==> src/rtl/pulse_sync_pkg.sv <==
// Shared types for the toggle-handshake pulse crossing.
// The transmitter and the receiver both import these.
package pulse_sync_pkg;

  typedef enum logic [1:0] {
    IDLE = 2'd0,
    WAIT = 2'd1,
    ERR  = 2'd2
  } state_t;

  localparam int DEF_SYNC_STAGES = 2;

endpackage

==> src/rtl/sync_ff_chain.sv <==
// Single-bit multi-flop synchronizer for a level/toggle signal from another clock domain.
// The transmitter and the receiver both use it.
module sync_ff_chain
  import pulse_sync_pkg::*;
#(
  parameter int STAGES = DEF_SYNC_STAGES
) (
  input  logic clk,
  input  logic rst_n,
  input  logic d,
  output logic q
);

  logic [STAGES-1:0] chain;

  // NOTE: every flop is assigned with <= so all stages shift on the same edge.
  always_ff @(posedge clk or negedge rst_n) begin
    if (!rst_n) chain <= '0;
    else        chain <= {chain[STAGES-2:0], d};
  end

  assign q = chain[STAGES-1];

endmodule

==> src/rtl/pulse_handshake_tx.sv <==
// Fast-domain source of the toggle-handshake pulse crossing: queues events and toggles req per event.
// Optional ack watchdog with a sticky error state is built when macro ACK_TIMEOUT_EN is defined.
module pulse_handshake_tx
  import pulse_sync_pkg::*;
#(
  parameter int CNT_W       = 4,
  parameter int SYNC_STAGES = DEF_SYNC_STAGES,
  parameter int TIMEOUT_CYC = 255
) (
  input  logic             clk_fast,
  input  logic             rst_n,
  input  logic             pulse_in,
  input  logic             ack_tgl_in,
  output logic             req_tgl_out,
  output logic             done,
  output logic             busy,
  output logic             overflow,
  output logic [CNT_W-1:0] pending_cnt,
  output logic             err
);

  localparam logic [CNT_W-1:0] CNT_MAX = '1;

  state_t state;
  logic   ack_s;
  logic   launch;
  logic   match;
  logic   cnt_full;

  sync_ff_chain #(.STAGES(SYNC_STAGES)) u_ack_sync (
    .clk   (clk_fast),
    .rst_n (rst_n),
    .d     (ack_tgl_in),
    .q     (ack_s)
  );

  assign launch   = (state == IDLE) && ((pending_cnt != '0) || pulse_in);
  assign match    = (state == WAIT) && (ack_s == req_tgl_out);
  assign cnt_full = (pending_cnt == CNT_MAX);
  assign busy     = (state != IDLE) || (pending_cnt != '0);

`ifdef ACK_TIMEOUT_EN
  localparam int TMR_W = $clog2(TIMEOUT_CYC) + 1;
  logic [TMR_W-1:0] timer;
  logic             timeout;

  assign timeout = (state == WAIT) && !match && (timer == TMR_W'(TIMEOUT_CYC - 1));

  always_ff @(posedge clk_fast or negedge rst_n) begin
    if (!rst_n) begin
      timer <= '0;
      err   <= 1'b0;
    end else begin
      if (launch)              timer <= '0;
      else if (state == WAIT)  timer <= timer + 1'b1;
      if (timeout)             err   <= 1'b1;
    end
  end
`else
  assign err = 1'b0;
`endif

  always_ff @(posedge clk_fast or negedge rst_n) begin
    if (!rst_n) begin
      state       <= IDLE;
      req_tgl_out <= 1'b0;
      pending_cnt <= '0;
      done        <= 1'b0;
      overflow    <= 1'b0;
    end else begin
      done     <= match;
      overflow <= pulse_in && !launch && cnt_full;

      // A pulse launched in the same cycle it arrives never touches the queue.
      if (pulse_in && !launch && !cnt_full) pending_cnt <= pending_cnt + 1'b1;
      else if (!pulse_in && launch)         pending_cnt <= pending_cnt - 1'b1;

      case (state)
        IDLE: begin
          if (launch) begin
            req_tgl_out <= ~req_tgl_out;
            state       <= WAIT;
          end
        end
        WAIT: begin
          if (match) state <= IDLE;
`ifdef ACK_TIMEOUT_EN
          else if (timeout) state <= ERR;
`endif
        end
`ifdef ACK_TIMEOUT_EN
        ERR:     state <= ERR;
`endif
        default: state <= IDLE;
      endcase
    end
  end

endmodule
==> config.mk <==
export PLATFORM = sky130hd
export DESIGN_NAME = pulse_handshake_tx
export DESIGN_NICKNAME = d
export VERILOG_FILES = /design/src/rtl/pulse_sync_pkg.sv /design/src/rtl/sync_ff_chain.sv /design/src/rtl/pulse_handshake_tx.sv
export SDC_FILE = /design/constraint.sdc
export NUM_CORES = 1
export LEC_CHECK = 0
export CORE_AREA = 2 2 39 41
export DETAILED_ROUTE_END_ITERATION = 12
export DIE_AREA = 0 0 41 43
export PLACE_DENSITY = 0.59
export SETUP_SLACK_MARGIN = 0.02
export SLEW_MARGIN = 20
export SYNTH_ARGS = -nofsm -noshare
export SYNTH_HDL_FRONTEND = slang
export SYNTH_SLANG_ARGS = --single-unit
==> constraint.sdc <==
create_clock -name clk_fast -period 4.5 [get_ports clk_fast]
set_input_delay 0.45 -clock clk_fast [delete_from_list [all_inputs] [get_ports clk_fast]]
set_output_delay 0.45 -clock clk_fast [all_outputs]
set_load 0.005 [all_outputs]
==> flow_metrics.env <==
export IMPL_drive_gt1_frac=0.157
export IMPL_vdd_drop_max_uv=296
export IMPL_ant_nets=0
export IMPL_place_hpwl_um=638
export IMPL_viasPerCell=4.90
export IMPL_yosys_area_share_simple=0.113
export IMPL_fin_worst_skew_ns=0.00371
export IMPL_setup_viol=0
export IMPL_holdBufCountCts=0
export IMPL_synth_compound_area_frac=0.0579
export IMPL_fin_util=0.458
export IMPL_muxShareOfSynthArea=0.0842
export IMPL_synth_area_um2=475
export IMPL_synth_largest_area_cell="dfrtp_1"
export IMPL_area_delta_synth_final_pct=33.4
export IMPL_synthCells=37
export IMPL_cts_resized=0
export IMPL_synth_top_area_share=0.526
export IMPL_synth_edf_count=0
export IMPL_numClockSinks=10
export IMPL_cts_root_buf="clkbuf_4"
export IMPL_cts_inserted_buffers=3
export IMPL_grt_pass1_wl_mm=1.35
export IMPL_first_pass_iters=4
export IMPL_ys_seq_area_frac=0.526
export IMPL_num_rows=14
export IMPL_portBuffers=11
export IMPL_grt_max_degree=11
export IMPL_diodes=0
export IMPL_drc=0
export IMPL_worstHoldPathType="reg2reg"
export IMPL_synth_xor_area_frac=0.0921
export IMPL_period_minus_slack_ns=2.31
export IMPL_report_power_total_uw=474
export IMPL_clockBufferDepth=2
export IMPL_crit_type="reg2out"
export IMPL_worstSkewPairLatency_ns=0.26
export IMPL_stdcell_area_um2=634
export IMPL_synth_seq_cells=10
export IMPL_synth_most_common_cell="dfrtp_1"
export IMPL_start_util=0.344
export IMPL_leakagePower_uw=0.000284
export IMPL_drt_iter0_drc=1
export IMPL_layout_nets=59
export IMPL_cap_violations=0
export IMPL_synth_main_ff_cell="dfrtp_1"
export IMPL_ys_types=22
export IMPL_fmax_mhz=432
export IMPL_wire_per_inst_um=12.4
export IMPL_drv_slew=0
export IMPL_final_setup_tns_ns=0
export IMPL_grt_usage=0.118
export IMPL_cp_arrival_ns=1.86
export IMPL_ioPinCount=13
export IMPL_hold_viol=0
export IMPL_cp_required_ns=4.05
export IMPL_fin_crit_sh=0.514
export IMPL_syn_nets=44
export IMPL_grt_remaining_overflow=0
export IMPL_die_w_um=41
export IMPL_synthTopCellsByCount="10 x dfrtp_1, 3 x xor2_1"
export IMPL_drt_wl_total_um=830
export IMPL_start_kind="register"
export IMPL_syn_avg_cell_area_um2=12.9
export IMPL_synth_top_family_by_area="simple AND/OR/NAND/NOR gates"
export IMPL_yosys_warnings=0
export IMPL_core_um2=1380
export IMPL_vias=328
export IMPL_dpl_cell_area_um2=598
export IMPL_path_max_fanout=6
export IMPL_grt_pass1_vias=333
export IMPL_rsz0062_at_grt="false"
export IMPL_status="complete, no violations"
export IMPL_path_clk_slew_ns=0.07
export IMPL_htreeDepth=1
export IMPL_worstSetupEndpointType="output port"
export IMPL_antenna_found_initial=0
export IMPL_async_flop_share=1.00
export IMPL_place_congestion=0.857
export IMPL_dieArea_um2=1760
export IMPL_yosys_area_share_adder=0.0947
export IMPL_fp_dieH_um=43
export IMPL_cts_setup_buffers=0
export IMPL_synth_area_leaders="dfrtp_1 53%, mux2_4 6.3%, xor2_1 5.5%, ha_1 5.3%, fa_1 4.2%"
export IMPL_pwr_density_cell_nw_per_um2=748
export IMPL_cts_tree="done"
-- metrics by stage --
step | hold WS [ns] | instances | setup WS, ns
4_1_cts | 0.370 | 67 | 2.18
2_1_floorplan | 0.154 | 37 | 2.67
3_5_place_dp | 0.351 | 63 | 2.12
5_1_grt | 0.377 | 67 | 2.08
6_report | 0.362 | 67 | 2.19
3_3_place_gp | 0.339 | 63 | 2.14
-- placed cells by master (no fill, tap or decap), types with 2 or more instances in the layout --
cell,n
a21oi_1,2
ha_1,2
dfrtp_1,10
clkbuf_4,3
mux2_4,2
xnor2_1,2
clkdlybuf4s50_1,11
xor2_1,3
-- power by group --
group          leakage, uW  switching, uW  total, uW  internal, uW
Sequential        0.000119           45.0        171           126
Clock            0.0000210           30.4       79.5          49.1
Combinational     0.000144           78.9        224           145
Total             0.000284            154        474           320
-- path summary, 6_finish.rpt --
kind	startpoint	endpoint	cells past startpoint	slack (ns)
max reg2reg	pending_cnt[0]	pending_cnt[3]	7	2.48
max in group asynchronous	rst_n	u_ack_sync.chain[0]	1	3.71
min reg2reg	u_ack_sync.chain[0]	u_ack_sync.chain[1]	0	0.36
min	u_ack_sync.chain[0]	u_ack_sync.chain[1]	0	0.36
min in group asynchronous	rst_n	overflow	1	0.49
max	pending_cnt[0]	busy	3	2.19
-- final cells by class --
| class | instances | area (um^2) |
|---|---|---|
| Timing Repair Buffer | 11 | 110 |
| Tap cell | 16 | 20.0 |
| Multi-Input combinational cell | 25 | 214 |
| Clock buffer | 4 | 36.3 |
| Inverter | 1 | 3.75 |
| Fill cell | 132 | 749 |
| Sequential cell | 10 | 250 |
-- metal layers --
layer	routed length, um	track usage	share of wire	vias up
li1	-	-	-	154
met1	331	0.137	0.40	161
met2	446	0.178	0.54	13
met3	52	0.0471	0.063	0
met4	0	0.0600	0	0
met5	0	0	0	-
-- worst max-delay path: stages, from the launching register on --
cell and delay, ns:
dfrtp_1 0.47, nor4_1 0.40, or2b_1 0.28, clkdlybuf4s50_1 0.45
-- cell families (layout without fill, tap and decap cells) --
kind of cell | Yosys count | after routing
buffers and inverters | 2 | 16
XOR/XNOR | 5 | 5
adder cells (fa/ha/maj) | 3 | 3
multiplexers | 3 | 3
AO/OA/AOI/OAI | 4 | 4
flip-flops | 10 | 10
other | 1 | 1
AND/OR/NAND/NOR | 9 | 9
-- sequential cells by signal (all words and copies together) (netlist names) --
signal,count
req_tgl_out,1
state,1
u_ack_sync.chain,2
overflow,1
done,1
pending_cnt,4
Note: power is estimated with default switching activity, not from simulation.
==> RTL change 1: new RTL, same settings <==
Encoding of `state_t`: now one-hot (3 bits for 3 states).
--- a/src/rtl/pulse_sync_pkg.sv
+++ b/src/rtl/pulse_sync_pkg.sv
@@ -2,10 +2,10 @@
 // The transmitter and the receiver both import these.
 package pulse_sync_pkg;
 
-  typedef enum logic [1:0] {
-    IDLE = 2'd0,
-    WAIT = 2'd1,
-    ERR  = 2'd2
+  typedef enum logic [2:0] {
+    IDLE = 3'b001,
+    WAIT = 3'b010,
+    ERR  = 3'b100
   } state_t;
 
   localparam int DEF_SYNC_STAGES = 2;
Check against the original RTL: same outputs for any inputs over 10 cycles, from zero or initial values and one cycle with rst_n low; not proved beyond that.
==> RTL change 1 against the unedited design <==
- combinational power rose by 21%
- synthesized cell count rose by 24%
- final area rose by 9.9%
- clock skew fell by 0.0023 ns
- total power rose by 12%
- wire length rose by 10%
- final cell count rose by 13%
- sequential cell count rose by 1
- via count rose by 16%
- area after synthesis rose by 15%
- non-clock buffer count did not move
- register-to-register slack got worse by 0.06 ns
- worst setup slack improved by 0.14 ns
==> RTL change 1: results (changes against the unedited design) <==
status completed; slowest stage delay, CP 0.56 ns (+0.09 ns); Hold Path Class flip-flop to flip-flop; leading cell types by count after synthesis dfrtp_1, nand2_1, xor2_1; Synth Area in Compound Gates 6.86% (+1.1 points); Starting DRT DRC Count 7 (+6); max reg flops 4 (unchanged); setup bufs post-CTS 0 (unchanged); number of global-route vias before repair 386 (+16%); r2r startpoint pending_cnt[0]$_DFFE_PN0P_; worst-path maximum fanout 6 (unchanged); Detailed Place HPWL 670 um (+5.0%); minimum hold slack 0.356 ns (-0.00657 ns); top cells by area, synth dfrtp_1, xor2_1, dfstp_2; Clk Latency, worst-skew pair 0.26 ns (about the same); R2R Path End pending_cnt[3]$_DFFE_PN0P_; WHS Path Cells 0 (unchanged); n_diodes 0 (unchanged); # DRC 0 (unchanged); path depth of the worst reg2reg path 7 (unchanged); fin nets 68 (+15%); Yosys cell types 27 (+23%); LEAKAGE 0.304 nW (+7.1%); period utilization 48.3% (-3.1 points); clk root buf clkbuf_4; Post-Synth Adder-Cell Area 8.24% (-1.2 points); GRT met2 Usage 19.7% (+1.9 points); Largest regs pending_cnt: 4 flops, state: 2 flops, u_ack_sync.chain: 2 flops; clock tree buffer depth 2 (unchanged); first-pass GRT wire length 1600 um (+19%); final setup skew 0.00140 ns (-0.00231 ns); Clock transition at path regs 0.07 ns (about the same); Vias/cell 5.01 (+2.4%); Fillers 151 (+14%); share of cells above drive strength 1 16.7% (+0.98 points); Worst Hold Launch u_ack_sync.chain[0]$_DFF_PN0_; PostCTS Resize Cnt 0 (unchanged); Worst Hold Endpoint u_ack_sync.chain[1]$_DFF_PN0_; Worst path slowest cell clkdlybuf4s50_1; Total GRT Usage 13.4% (+1.6 points); H-Tree Depth 1 (unchanged); peak supply drop 352 uV (+19%); asr flop ratio synth 100% (unchanged); Port Buffers 11 (unchanged); Post-Synth XOR/XNOR Area 8.01% (-1.2 points); largest net degree at the start of global routing 12 (+1); antenna violations before repair 0 (unchanged); Routability Congestion 0.710 (-17%); met1 Use GR 18.0% (+4.3 points); Detailed Routing Iterations Pass 1 4 (unchanged); syn_nets 53 (+20%); number of buffers created by CTS 3 (unchanged); mux cell area share after synthesis 4.58% (-3.8 points); Syn. warnings 0 (unchanged); final WL 915 um (+10%); Reg2Reg Setup Slack 2.42 ns (-0.06 ns); met3 Track Usage GR 4.71% (unchanged); Seq/Total Area, Yosys 50.6% (-2.1 points)
RTL change 1: routing by layer:
metal  wire length, um  up-vias
met2               387       16
met3                82        2
met1               439      178
li1                  -      185
met5                 0        -
met4                 6        0
RTL change 1: worst max path at each step:
stage,start,end,cells past startpoint
after CTS,pending_cnt[0]$_DFFE_PN0P_,busy,3
after detailed placement,pulse_in,pending_cnt[3]$_DFFE_PN0P_,7
final,pulse_in,pending_cnt[3]$_DFFE_PN0P_,7
after global placement,pulse_in,pending_cnt[3]$_DFFE_PN0P_,7
after global routing,pulse_in,pending_cnt[3]$_DFFE_PN0P_,7
after floorplan,pending_cnt[0]$_DFFE_PN0P_,pending_cnt[3]$_DFFE_PN0P_,7
RTL change 1: through the flow:
stage               power, mW  worst slack, ns  instance area [um^2]  cells
global placement        0.465             2.06                   669     72
finish                  0.530             2.33                   697     76
CTS                     0.536             2.31                   697     76
floorplan               0.368             2.62                   547     46
detailed placement      0.465             2.06                   669     72
global route            0.581             2.17                   697     76
RTL change 1: critical path, delay by kind of cell:
| kind | cells | cell delay, ns |
|---|---|---|
| xor gates and xnor gates | 1 | 0.16 |
| buffers and inverters | 1 | 0.56 |
| adders and majority gates | 1 | 0.34 |
| AOI/OAI and AO/OA | 2 | 0.37 |
| muxes | 1 | 0.23 |
| and+or+nand+nor | 1 | 0.24 |
RTL change 1: area by class of cell:
class / instances / share of cell area, %
clock buffers: 3 / 3.23
clock inverters: 1 / 0.718
inverters: 1 / 0.539
multi-input cells: 33 / 37.2
flip-flops and latches: 11 / 39.7
well taps: 16 / 2.87
repair buffers: 11 / 15.8
RTL change 1: report_power, final:
| part | total [mW] | switching [mW] | internal (mW) |
|---|---|---|---|
| Combinational | 0.270 | 0.112 | 0.158 |
| Sequential | 0.193 | 0.0515 | 0.142 |
| Clock | 0.0666 | 0.0338 | 0.0328 |
| Total | 0.530 | 0.198 | 0.333 |
RTL change 1: logic make-up after synthesis:
kind of cell             after synthesis
adder cells (fa/ha/maj)                3
flip-flops                            11
AND/OR/NAND/NOR                       16
buffers and inverters                  2
XOR/XNOR                               5
other                                  1
AO/OA/AOI/OAI                          6
multiplexers                           2
==> RTL change 2: new RTL, config.mk and constraints unchanged <==
Made on the original files. The parameter `CNT_W` goes from 4 to 3.
--- a/src/rtl/pulse_handshake_tx.sv
+++ b/src/rtl/pulse_handshake_tx.sv
@@ -3,7 +3,7 @@
 module pulse_handshake_tx
   import pulse_sync_pkg::*;
 #(
-  parameter int CNT_W       = 4,
+  parameter int CNT_W       = 3,
   parameter int SYNC_STAGES = DEF_SYNC_STAGES,
   parameter int TIMEOUT_CYC = 255
 ) (
Ports: changed (resized pending_cnt); port bits go from 13 to 12. No check against the original RTL was run, so the function may have changed too.
==> RTL change 2 against the unedited design <==
- final area fell by 2.2%
- critical path type is now primary input to flip-flop
- combinational power down 19%
- largest cell class is now multi-input combinational cells
- worst setup slack better by 0.12 ns
- wire length up 7.8%
- total power is 14% lower
- fmax grew 5.2%
- die area did not move
- non-clock buffer count down 1
- area after synthesis grew 8.4%
- clock skew fell by 0.0036 ns
- final cell count increased by 15%
- global-route usage rose by 1.3 points
- sequential cell count decreased by 1
==> RTL change 2: results (changes against the unedited design) <==
status completed; number of global-route vias before repair 361 (+8.4%); CP top delay family buffers and inverters; Total GRT Usage 13.0% (+1.3 points); top cells by area, synth dfrtp_1, buf_6, fa_1; Via Count 395 (+20%); Post-Synth XOR/XNOR Area 5.10% (-4.1 points); share of cells above drive strength 1 13.1% (-2.6 points); Clock buf/inv share 4.23% (-1.5 points); Internal 0.257 mW (-20%); Synth Area in Compound Gates 14.3% (+8.5 points); Inst Count DP 73 (+16%); Crit path arrival time 2.38 ns (+0.52 ns); Net Sw Power 0.150 mW (-2.7%); Detailed Place HPWL 671 um (+5.2%); Largest regs pending_cnt: 3 flops, u_ack_sync.chain: 2 flops; peak supply drop 186 uV (-37%); fin nets 67 (+14%); wire per inst 11.6 um (-6.2%); mux cell area share after synthesis 2.18% (-6.2 points); Worst path slowest cell clkdlybuf4s50_1; final WL 895 um (+7.8%); Port Buffers 10 (-1); Yosys cell types 30 (+36%); met1 Use GR 15.2% (+1.5 points); Multi-In Gates 37 (+48%); Gate Count Post-Synth 51 (+38%); worst-path maximum fanout 14 (+8); synthesis-stage register bit count 9 (-1); Reg2Reg Setup Slack 2.64 ns (+0.16 ns); slowest stage delay, CP 0.74 ns (+0.27 ns); Register Area 225 um^2 (-10%); largest net degree at the start of global routing 15 (+4); Post-Synth Adder-Cell Area 3.88% (-5.6 points); Multi-input gate area 245 um^2 (+15%); Starting DRT DRC Count 7 (+6); path depth of the worst reg2reg path 5 (-2); met1 WL 385 um (+16%); non-clock buffer instance count of the final layout 10 (-1); r2r startpoint state[0]$_DFFE_PN0P_; GRT met2 Usage 20.3% (+2.5 points); area post-placement 594 um^2 (-0.63%); area grow syn2layout 20.4%; syn_nets 56 (+27%); wire length on met3 35 um (-33%); worst slack at placement 2.03 ns (-0.0890 ns); leading cell types by count after synthesis dfrtp_1, o21ai_0, buf_6, nand2_1, nand3_1
RTL change 2: cell types whose count changed after synthesis, moves of 2 or more:
cell     delta
buf_6       +3
nor3_1      +2
xor2_1      -2
ha_1        -2
o21ai_0     +4
nand3_1     +2
nand2_1     +2
mux2_4      -2
RTL change 2: how the worst max path moves through the flow:
stage	startpoint	to	slack, ns	cells after the start
after floorplan	pending_cnt[0]$_DFFE_PN0P_	pending_cnt[1]$_DFFE_PN0P_	2.82	6
after global placement	pulse_in	pending_cnt[2]$_DFFE_PN0P_	2.14	6
after detailed placement	pulse_in	pending_cnt[1]$_DFFE_PN0P_	2.03	6
after CTS	pulse_in	pending_cnt[1]$_DFFE_PN0P_	2.29	6
after global routing	pulse_in	pending_cnt[1]$_DFFE_PN0P_	2.15	6
final	pulse_in	pending_cnt[1]$_DFFE_PN0P_	2.30	6
